<file path="src/rtl/scan_pkg.sv">
// Shared types and constants for the display and keypad scan controllers.
package scan_pkg;

    typedef enum logic {
        IDLE = 1'b0,
        SCAN = 1'b1
    } scan_state_e;

    localparam int DIGITS        = 4;
    localparam int SEL_W         = 2;
    localparam int SLOT_DEFAULT  = 50000;
    localparam int BLANK_DEFAULT = 500;

endpackage

</file>
<file path="src/rtl/digit_scan_ctrl_if.sv">
// Bundle between the scan controller and the decoder / segment-data mux side.
interface digit_scan_ctrl_if;
    import scan_pkg::*;

    logic              EN;
    logic [DIGITS-1:0] MASK;
    logic              A;
    logic              B;
    logic              G_L;
    logic [SEL_W-1:0]  SEL;
    logic              FRAME;

    modport master (
        output EN,
        output MASK,
        input  A,
        input  B,
        input  G_L,
        input  SEL,
        input  FRAME
    );

    modport slave (
        input  EN,
        input  MASK,
        output A,
        output B,
        output G_L,
        output SEL,
        output FRAME
    );

endinterface

</file>
<file path="src/rtl/scan_slot_timer.sv">
// Mod-SLOT slot timer with a terminal-count flag; shared with the keypad scanner.
module scan_slot_timer
    import scan_pkg::*;
#(
    parameter int SLOT = SLOT_DEFAULT
) (
    input  logic                     CLK,
    input  logic                     RESET_L,
    input  logic                     clr,
    input  logic                     run,
    output logic [$clog2(SLOT)-1:0]  t,
    output logic                     last
);

    localparam int TW = $clog2(SLOT);
    localparam logic [TW-1:0] T_LAST = TW'(SLOT - 1);

    assign last = (t == T_LAST);

    // clr wins over run so a stop or restart always lands on t = 0
    always_ff @(posedge CLK or negedge RESET_L) begin
        if (!RESET_L) begin
            t <= '0;
        end else if (clr) begin
            t <= '0;
        end else if (run) begin
            t <= last ? '0 : t + 1'b1;
        end
    end

endmodule

</file>
<file path="src/rtl/digit_scan_ctrl.sv">
// 4-digit time-multiplexed scan controller driving a 2-to-4 decoder (A, B, G_L).
module digit_scan_ctrl
    import scan_pkg::*;
#(
    parameter int SLOT  = SLOT_DEFAULT,
    parameter int BLANK = BLANK_DEFAULT
) (
    input  logic              CLK,
    input  logic              RESET_L,
    digit_scan_ctrl_if.slave  bus
);

    localparam int TW = $clog2(SLOT);
    localparam logic [TW-1:0] BLANK_LAST = TW'(BLANK - 1);
    localparam logic [SEL_W-1:0] SEL_LAST = SEL_W'(DIGITS - 1);

    scan_state_e       state;
    logic [SEL_W-1:0]  sel_q;
    logic [DIGITS-1:0] mask_q;
    logic              g_l_q;
    logic              frame_q;
    logic [TW-1:0]     t;
    logic              last;
    logic              clr;
    logic              run;

    assign clr = (state == IDLE) || !bus.EN;
    assign run = (state == SCAN) && bus.EN;

    scan_slot_timer #(.SLOT(SLOT)) u_timer (
        .CLK     (CLK),
        .RESET_L (RESET_L),
        .clr     (clr),
        .run     (run),
        .t       (t),
        .last    (last)
    );

    // G_L is registered from the timer value it will see after this edge, so
    // a slot boundary always lands in blanking and the address never moves
    // while the decoder is enabled.
    always_ff @(posedge CLK or negedge RESET_L) begin
        if (!RESET_L) begin
            state   <= IDLE;
            sel_q   <= '0;
            mask_q  <= '0;
            g_l_q   <= 1'b1;
            frame_q <= 1'b0;
        end else begin
            case (state)
                IDLE: begin
                    g_l_q   <= 1'b1;
                    frame_q <= 1'b0;
                    if (bus.EN) begin
                        state   <= SCAN;
                        sel_q   <= '0;
                        mask_q  <= bus.MASK;
                        frame_q <= 1'b1;
                    end
                end
                SCAN: begin
                    frame_q <= 1'b0;
                    if (!bus.EN) begin
                        state <= IDLE;
                        g_l_q <= 1'b1;
                    end else if (last) begin
                        sel_q   <= sel_q + 1'b1;
                        mask_q  <= bus.MASK;
                        frame_q <= (sel_q == SEL_LAST);
                        g_l_q   <= 1'b1;
                    end else if (t < BLANK_LAST) begin
                        g_l_q <= 1'b1;
                    end else begin
                        g_l_q <= ~mask_q[sel_q];
                    end
                end
                default: begin
                    state   <= IDLE;
                    g_l_q   <= 1'b1;
                    frame_q <= 1'b0;
                end
            endcase
        end
    end

    assign bus.A     = sel_q[0];
    assign bus.B     = sel_q[1];
    assign bus.SEL   = sel_q;
    assign bus.G_L   = g_l_q;
    assign bus.FRAME = frame_q;

endmodule

</file>
<file path="src/flat_wrapper.sv">
// flat-port wrapper written by rule: the top's interface ports become plain ports
module digit_scan_ctrl_flat import scan_pkg::*;
#(
    parameter int SLOT  = SLOT_DEFAULT,
    parameter int BLANK = BLANK_DEFAULT
)
  (CLK, RESET_L, bus_EN, bus_MASK, bus_A, bus_B, bus_G_L, bus_SEL, bus_FRAME);
  digit_scan_ctrl_if bus_i ();
  input  logic CLK;
  input  logic RESET_L;
  input wire logic [$bits(bus_i.EN)-1:0] bus_EN;
  input wire logic [$bits(bus_i.MASK)-1:0] bus_MASK;
  output wire logic [$bits(bus_i.A)-1:0] bus_A;
  output wire logic [$bits(bus_i.B)-1:0] bus_B;
  output wire logic [$bits(bus_i.G_L)-1:0] bus_G_L;
  output wire logic [$bits(bus_i.SEL)-1:0] bus_SEL;
  output wire logic [$bits(bus_i.FRAME)-1:0] bus_FRAME;
  assign bus_i.EN = bus_EN;
  assign bus_i.MASK = bus_MASK;
  assign bus_A = bus_i.A;
  assign bus_B = bus_i.B;
  assign bus_G_L = bus_i.G_L;
  assign bus_SEL = bus_i.SEL;
  assign bus_FRAME = bus_i.FRAME;
  digit_scan_ctrl #(.SLOT(SLOT), .BLANK(BLANK)) u_core (.CLK(CLK), .RESET_L(RESET_L), .bus(bus_i));
endmodule
</file>
<file path="config.mk">
export PLATFORM = sky130hd
export DESIGN_NAME = digit_scan_ctrl_flat
export DESIGN_NICKNAME = d
export VERILOG_FILES = /design/src/rtl/scan_pkg.sv /design/src/rtl/digit_scan_ctrl_if.sv /design/src/rtl/scan_slot_timer.sv /design/src/rtl/digit_scan_ctrl.sv /design/src/flat_wrapper.sv
export SDC_FILE = /design/constraint.sdc
export NUM_CORES = 1
export LEC_CHECK = 0
export CAP_MARGIN = 20
export CORE_MARGIN = 2
export CORE_UTILIZATION = 56
export DETAILED_ROUTE_END_ITERATION = 7
export PLACE_DENSITY_LB_ADDON = 0.05
export RECOVER_POWER = 25
export SYNTH_ARGS = -nofsm -noshare
export SYNTH_HDL_FRONTEND = slang
export SYNTH_HIERARCHICAL = 1
export SYNTH_SLANG_ARGS = --single-unit
</file>
<file path="constraint.sdc">
create_clock -name CLK -period 3.13 [get_ports CLK]
set_clock_uncertainty 0.05 [all_clocks]
set_input_delay 0.939 -clock CLK [delete_from_list [all_inputs] [get_ports CLK]]
set_output_delay 0.939 -clock CLK [all_outputs]
set_load 0.05 [all_outputs]
</file>
-- Yosys cells after proc, flatten, opt, wreduce, memory -nomap -nowiden
Index checks and enable logic that the tools add are counted.
- register bits: 25
- add/sub/neg operators: 2
- $lt $le $gt $ge: 2
- eq/ne operators: 5
- mux-type cells: 21
- bitwise operators: 2
- reduce and logical (&&, ||, !) cells: 5
- operators by type and width (kind ; count):
    two-way mux 16 bit ; 3
    adder 16 x 1 -> 16 bit, second input constant ; 1
    equality test 16 bit, second input constant ; 1
    less-than comparator 16 x 9 -> 1 bit, second input constant ; 1
    two-way mux 4 bit ; 3
    one-hot mux 4 bit (2 select lines) ; 1
    two-way mux 1 bit ; 7
    two-way mux 2 bit ; 3
    != test 2 bit, second input constant ; 3
    one-hot mux 1 bit (2 select lines) ; 2
    one-hot mux 2 bit (2 select lines) ; 1
    less-than comparator 2 x 3 -> 1 bit, second input constant ; 1
    AND reduction 3 bit ; 1
    adder 2 x 1 -> 2 bit, second input constant ; 1
    binary-select mux 1 bit (select 2 bit) ; 1
    equality test 2 bit, second input constant ; 1
    NOT 1 bit ; 2
    nonzero test 2 bit ; 1
    logical AND 1 bit ; 1
    zero test 1 bit ; 1
    logical OR 1 bit ; 1

-- Longest topological paths before layout
Gate-level depths: netlist (run 1).
- word-level depth: 7
- depth in mapped cells: 6
- depth with buffers taken out: 6

-- Hierarchy
The synthesis (run 1) kept the hierarchy.
- by module, submodules not included (module ; times used ; cells each ; area each (µm²)):
    scan_slot_timer ; 1 ; 95 ; 952.2
    digit_scan_ctrl ; 1 ; 39 ; 459.2

-- Worst setup path after synthesis (run 1)
No wires, ideal clock.
- kind: input port to flip-flop
- start: input port bus_EN
- end: register u_core.u_timer.t[11]
- arrival: 2.214 ns
- data required time: 3.007 ns
- setup slack: 0.793 ns
- stages: 6
- path through: nand2_1 -> inv_1 -> nor2_1 -> nor3_1 -> or3b_2 -> a21oi_2
- elaborated cells between the ends (all ways): 5
- classes of those cells: mux (1); reduce/logical (4)
- RTL lines (what ; line ; RTL):
    start, declared ; flat_wrapper.sv:11 ; input wire logic [$bits(bus_i.EN)-1:0] bus_EN;
    logical AND 1 bit ; digit_scan_ctrl.sv:28 ; assign run = (state == SCAN) && bus.EN;
    named net u_core.run ; digit_scan_ctrl.sv:25 ; logic run;
    nonzero test 2 bit (no source line) ; - ;
    end signal, assigned ; scan_slot_timer.sv:27 ; t <= last ? '0 : t + 1'b1;
    end, declared ; scan_slot_timer.sv:11 ; output logic [$clog2(SLOT)-1:0] t,
The timed path passes the listed nets, and every way through them passes these cells.
A chain may end at the register's enable or synchronous reset.

-- Worst setup path after layout (run 1)
- start: register u_core.sel_q[0], in the netlist u_core/bus.SEL[0]
- end: output port bus_A
- RTL lines (what ; line ; RTL):
    start, declared ; digit_scan_ctrl.sv:18 ; logic [SEL_W-1:0] sel_q;
    start signal, assigned ; digit_scan_ctrl.sv:67 ; sel_q <= sel_q + 1'b1;
    end, declared ; flat_wrapper.sv:13 ; output wire logic [$bits(bus_i.A)-1:0] bus_A;
No word-level cell between the ends.

==> results.json, run 1 <==
{
  "status": "finished, final reports clean",
  "cp-endpoint": "bus_A",
  "num_rows": 18,
  "area_growth_pct": 12.6,
  "power_density_nw_per_um2": 335,
  "vdd_drop_max_uv": 318,
  "cp.depth": 1,
  "regArea_sq_um": 627,
  "cts_max_level": 1,
  "async_reset_ff_frac": 1.00,
  "grt_pass1_vias": 1115,
  "required_ns": 2.14,
  "remaining_drc_errors": 0,
  "worstReg2RegStart": "u_core/u_timer/t[4]",
  "slew_violations": 0,
  "io_buffers": 12,
  "fp.coreArea_sq_um": 2430,
  "critPathMaxFanout": 6,
  "netlist_instances": 134,
  "clockBufferDepth": 2,
  "placed_cells": 176,
  "insertion_delay_ns": 0.32,
  "stdcell_area_sq_um": 1590,
  "final_cell_mix": "24 x dfrtp_1, 11 x clkdlybuf4s50_1, 10 x nand2_1",
  "synth_edf_count": 0,
  "rsz0062_at_grt": "no",
  "avgSynthCellArea_sq_um": 10.5,
  "nFillCells": 199,
  "layout_commonest_cell": "dfrtp_1",
  "num_vias": 1108,
  "synthFlopType": "dfrtp_1",
  "path_clk_slew_ns": 0.13,
  "hp-class": "register to register",
  "synth_area_sq_um": 1410,
  "fp.dieH_um": 54.2,
  "gp_congestion": 0.873,
  "timing.rr.end": "u_core/u_timer/t[14]",
  "post-route-period-util": 0.861,
  "antenna_cells": 0,
  "ff2ff_setup_slack_ns": 0.76,
  "hold_viol": 0,
  "cpPeakStageDelay_ns": 0.86,
  "path_buf_inv": 1,
  "dpl_cell_area_sq_um": 1570,
  "worstPathCellList": "clkdlybuf4s50_1",
  "cts_made_buffers": 3,
  "fin_tns_setup_ns": 0,
  "arrival_ns": 1.70,
  "fmax_ghz": 0.371,
  "slowest_stage": "clkdlybuf4s50_1",
  "cp_top_family": "buffers and inverters",
  "dr.pass1.iters": 4,
  "startpoint": "u_core/bus.SEL[0]",
  "ant_nets": 0,
  "startpoint_type": "register",
  "cap_violations": 0,
  "grt_pass1_wl_um": 4750,
  "final_layout_size_suffix_gt1_frac": 0.220,
  "cts_hold_buffers": 0,
  "grt_usage": 0.229,
  "setup_viol": 0,
  "viasPerCell": 6.16,
  "grt_max_degree": 16,
  "end_kind": "output pin",
  "hold_depth": 1,
  "drt_iter0_drc": 19,
  "cts_root_buffer": "clkbuf_4",
  "avgRoutedWirePerCell_um": 15.8,
  "cts.sinks": 25,
  "tightest_slew_ns": 0.686,
  "postCtsSetupBuffers": 0,
  "hp-start": "u_core/mask_q[3]",
  "die_width_um": 54.2,
  "cts_tree": "built",
  "maxSlewHeadroom": 0.541,
  "multi_input_area_sq_um": 732,
  "io_pins": 13,
  "finalNonFillerCells": 180,
  "syn_nets": 143,
  "critPathKind": "register to output pin",
  "final_net_count": 160,
  "post_cts_resized": 0,
  "ys_types": 45,
  "ff2ff_path_depth": 5,
  "finalCriticalPeriod_ns": 2.69,
  "antenna_found_initial": 0,
  "die-area_sq_um": 2940,
  "start_util": 0.580,
  "ys_seq_area_frac": 0.444,
  "drt_wl_total_um": 2840,
  "ys_seq_elements": 25,
  "overflow": 0,
  "p_leak_nw": 0.607,
  "synth_warnings": 6,
  "post-dp-hpwl_um": 2110
}
==> per-layer routing <==
metal / GRT usage / wire length, um
met1: 0.276 / 1210
met2: 0.394 / 1460
met5: 0 / 0
met4: 0.117 / 53
met3: 0.0306 / 122
==> state kept, by name, indices dropped and copies added, names as in the netlist <==
signal / count
u_core/bus.FRAME: 1
u_core/u_timer/t: 16
u_core/bus.G_L: 1
u_core/state: 1
u_core/bus.SEL: 2
u_core/mask_q: 4
==> where the power goes <==
group | switching, mW | internal (mW) | total, mW | leakage (nW)
registers | 0.00507 | 0.332 | 0.337 | 0.333
logic | 0.0256 | 0.0224 | 0.0481 | 0.256
clock network | 0.0980 | 0.0480 | 0.146 | 0.0177
==> synth_stat cells (2+ instances only) <==
cell type / count / area [sq um]
dfrtp_1: 24 / 601
nand2_1: 10 / 37.5
nand3_1: 9 / 45.0
nor2_2: 8 / 50.1
a21oi_1: 6 / 30.0
nand4_1: 5 / 31.3
nor4_1: 5 / 31.3
xnor2_1: 5 / 43.8
mux2_2: 4 / 45.0
nor2_1: 4 / 15.0
nor3_1: 4 / 20.0
o21ai_0: 4 / 20.0
inv_1: 3 / 11.3
nor2b_1: 3 / 18.8
xor2_1: 3 / 26.3
a21o_1: 2 / 15.0
a21oi_2: 2 / 17.5
a31oi_1: 2 / 12.5
buf_4: 2 / 15.0
buf_6: 2 / 22.5
ha_1: 2 / 25.0
or3_1: 2 / 12.5
==> stage by stage <==
step / util / hold slack [ns] / power [mW] / setup WS [ns]
2_1_floorplan: - / 0.411 / 0.369 / 0.793
3_3_place_gp: 0.644 / 0.432 / 0.392 / 0.418
3_5_place_dp: 0.644 / 0.443 / 0.394 / 0.319
4_1_cts: 0.655 / 0.474 / 0.542 / 0.397
5_1_grt: 0.653 / 0.493 / 0.557 / 0.348
6_report: 0.653 / 0.471 / 0.532 / 0.437
==> cell families after synthesis <==
| logic type | Yosys count | share of synthesized area |
|---|---|---|
| buffers and inverters | 8 | 0.0372 |
| multiplexers | 6 | 0.0550 |
| adder cells (fa/ha/maj) | 2 | 0.0177 |
| flip-flops | 25 | 0.444 |
| AO/OA/AOI/OAI | 28 | 0.158 |
| XOR/XNOR | 8 | 0.0496 |
| AND/OR/NAND/NOR | 57 | 0.238 |
==> worst min path at each step <==
stage          slack [ns]               end
6_report             0.47  u_core/mask_q[3]
2_1_floorplan        0.41  u_core/bus.FRAME
3_5_place_dp         0.44  u_core/mask_q[3]
3_3_place_gp         0.43  u_core/mask_q[2]
4_1_cts              0.47  u_core/mask_q[3]
5_1_grt              0.49  u_core/mask_q[3]
==> worst reg2reg max path: stages (launching register included) <==
cell     delay, ns
dfrtp_1       0.52
or4b_4        0.59
nor4_2        0.26
buf_4         0.20
a21o_1        0.48
o21ai_1       0.14
==> layout make-up <==
class,instances,area share
Multi-Input combinational cell,101,0.461
Sequential cell,25,0.394
Timing Repair Buffer,17,0.0969
Tap cell,30,0.0236
Clock buffer,3,0.0142
Inverter,3,0.00709
Clock inverter,1,0.00315
(Power assumes the default switching activity.)
==> inputs of run 2 (changes only) <==
--- a/config.mk
+++ b/config.mk
@@ -5,9 +5,11 @@
 export SDC_FILE = /design/constraint.sdc
 export NUM_CORES = 1
 export LEC_CHECK = 0
+export ABC_AREA = 1
 export CAP_MARGIN = 20
 export CORE_MARGIN = 2
 export CORE_UTILIZATION = 56
+export CTS_CLUSTER_DIAMETER = 200
 export DETAILED_ROUTE_END_ITERATION = 7
 export PLACE_DENSITY_LB_ADDON = 0.05
 export RECOVER_POWER = 25
==> run 2 against run 1 <==
Net effect:
- sequential share of layout area is 1.6 points lower
- cell count grew 37%
- first-iteration DRC count grew to 3.5 times the previous value
- largest power group unchanged
- non-clock buffer count is 3 lower
- sequential cell count is the same
- worst hold slack worse by 0.016 ns
- register-to-register slack better by 0.45 ns
- setup slack improved by 0.022 ns
==> results.json, run 2 <==
{
  "status": "finished, final reports clean",
  "startpoint": "bus_EN",
  "arrival_ns": 2.83,
  "ant_nets": 0,
  "post-dp-hpwl_um": 2460,
  "avgRoutedWirePerCell_um": 13.2,
  "dr.pass1.iters": 4,
  "start_util": 0.595,
  "async_reset_ff_frac": 1.00,
  "fmax_ghz": 0.374,
  "syn_nets": 210,
  "drt_wl_total_um": 3240,
  "drt_iter0_drc": 67,
  "hold_viol": 0,
  "postCtsSetupBuffers": 0,
  "avgSynthCellArea_sq_um": 7.40,
  "finalCriticalPeriod_ns": 2.67,
  "power_density_nw_per_um2": 319,
  "vdd_drop_max_uv": 276,
  "dr_wl_met2_um": 1600,
  "pre_cts_ws_ns": 0.315,
  "gp_congestion": 0.934,
  "io_buffers": 12,
  "post-route-period-util": 0.854,
  "multi_input_area_sq_um": 748,
  "grt_usage": 0.229,
  "synth_area_sq_um": 1490,
  "die_width_um": 55.5,
  "synth-simple-area-share": 0.379,
  "antenna_cells": 0,
  "path_clk_slew_ns": 0.13,
  "cts_tree": "built",
  "grt_pass1_wl_um": 5640,
  "cts_root_buffer": "clkbuf_4",
  "setup_viol": 0,
  "die-area_sq_um": 3080,
  "remaining_drc_errors": 0,
  "cts_made_buffers": 3,
  "nFillCells": 245,
  "largest_reg_flops": 16,
  "fin_util": 0.663,
  "worstReg2RegStart": "u_core/state",
  "hold_ws_ns": 0.455,
  "grt_pass1_vias": 1334,
  "cts.sinks": 25,
  "synth_area_leaders": "dfrtp_1 40%, nand2_1 15%, nor2_1 9.6%, inv_1 5.0%, nand3_1 4.0%",
  "grt_max_degree": 26,
  "cpPeakStageDelay_ns": 0.57,
  "required_ns": 3.29,
  "wl_met3_um": 146,
  "wl_met1_um": 1420,
  "critPathKind": "input port to register",
  "final_layout_size_suffix_gt1_frac": 0.0833,
  "startpoint_type": "input port",
  "rsz0062_at_grt": "no",
  "slew_violations": 0,
  "viasPerCell": 5.43,
  "synthMuxAreaShare": 0.00673,
  "maxSlewHeadroom": 0.109,
  "slowest_stage": "dlygate4sd3_1",
  "synth_top_family_by_area": "simple AND/OR/NAND/NOR gates",
  "yosysTopAreaCell": "dfrtp_1",
  "post_cts_resized": 0,
  "layout_setup_ws_ns": 0.458,
  "num_rows": 18,
  "critPathMaxFanout": 7,
  "cts_max_level": 1,
  "area_growth_pct": 11.4,
  "synth_warnings": 6,
  "p_leak_nw": 0.762,
  "regMostFlops": "u_core/u_timer/t",
  "fp.coreArea_sq_um": 2500,
  "fin_tns_setup_ns": 0,
  "ys_types": 29,
  "final_cell_mix": "60 x nand2_1, 38 x nor2_1, 24 x dfrtp_1",
  "overflow": 0,
  "top_layer": "met4",
  "hp-class": "register to register",
  "num_vias": 1335,
  "synth_edf_count": 0,
  "ys_seq_area_frac": 0.421,
  "io_pins": 13,
  "synthFlopType": "dfrtp_1",
  "insertion_delay_ns": 0.32,
  "fp.dieH_um": 55.5,
  "synth_common_cells": "60 x nand2_1, 38 x nor2_1, 24 x dfrtp_1",
  "worstPathCellList": "dlygate4sd3_1 > nand2_1 > inv_1 > nor2_1 > inv_1 > nand2_1 > xor2_1 > nor2_1",
  "end_kind": "register",
  "synth_compound_area_frac": 0.0648,
  "netlist_instances": 201,
  "layout_commonest_cell": "nand2_1",
  "hp-start": "u_core/mask_q[1]",
  "netlist.area_leader.share": 0.404,
  "synth-adder-area-share": 0.0168,
  "antenna_found_initial": 0,
  "yosysMostFrequentCell": "nand2_1",
  "cap_violations": 0,
  "final_net_count": 226,
  "tightest_slew_ns": 1.34,
  "clockBufferDepth": 2,
  "cts_hold_buffers": 0,
  "regArea_sq_um": 627,
  "synth-xor-area-share": 0.0353,
  "ys_seq_elements": 25
}
## run 2: cell types whose count changed in the layout (fill, tap and decap cells not counted), moves of 3 or more
cell | previous run | this run
inv_2 | 0 | 3
nor2b_1 | 3 | 0
nand2_1 | 10 | 60
buf_4 | 4 | 1
nor2_1 | 4 | 38
a21oi_1 | 6 | 2
inv_1 | 3 | 20
nor4_1 | 5 | 0
nor2_2 | 8 | 1
mux2_2 | 4 | 0
nand3_1 | 9 | 12
## run 2: kinds of logic after synthesis
logic type	Yosys count
AO/OA/AOI/OAI	13
XOR/XNOR	6
adder cells (fa/ha/maj)	2
buffers and inverters	26
flip-flops	25
multiplexers	1
AND/OR/NAND/NOR	128
## run 2: metrics by stage
stage	power, mW	area (sq um)	cells
after floorplan	0.366	1490	201
after global placement	0.387	1630	242
after detailed placement	0.389	1630	242
after CTS	0.538	1660	246
after global routing	0.554	1660	246
final	0.529	1660	246
## run 2: worst paths after layout
| path | slack [ns] | depth (start not counted) | to |
|---|---|---|---|
| hold reg to reg | 0.46 | 2 | u_core/mask_q[1] |
| max in group asynchronous | 0.88 | 2 | u_core/u_timer/t[1] |
| setup / recovery | 0.46 | 8 | u_core/u_timer/t[2] |
| min in group asynchronous | 1.37 | 2 | u_core/u_timer/t[11] |
| setup reg to reg | 1.21 | 7 | u_core/u_timer/t[2] |
| hold / removal | 0.46 | 2 | u_core/mask_q[1] |
## run 2: routing by layer
metal	track usage	vias to the layer above
li1	-	671
met1	0.284	609
met2	0.400	47
met3	0.0258	8
met4	0.0976	0
met5	0	-
## run 2: power breakdown
part	total (mW)	switching [mW]	internal, mW
clock network	0.147	0.0975	0.0499
registers	0.337	0.00550	0.331
logic	0.0447	0.0289	0.0158
## run 2: final cells by class
type / count / area share
Clock buffer: 4 / 0.0159
Inverter: 23 / 0.0521
Multi-Input combinational cell: 150 / 0.452
Sequential cell: 25 / 0.378
Tap cell: 30 / 0.0227
Timing Repair Buffer: 14 / 0.0793
## run 2: critical path: cells and delay by family
family        cells  cell delay, ns
simple gates      4            0.81
xor+xnor          1            0.16
buf+inv           3            0.92
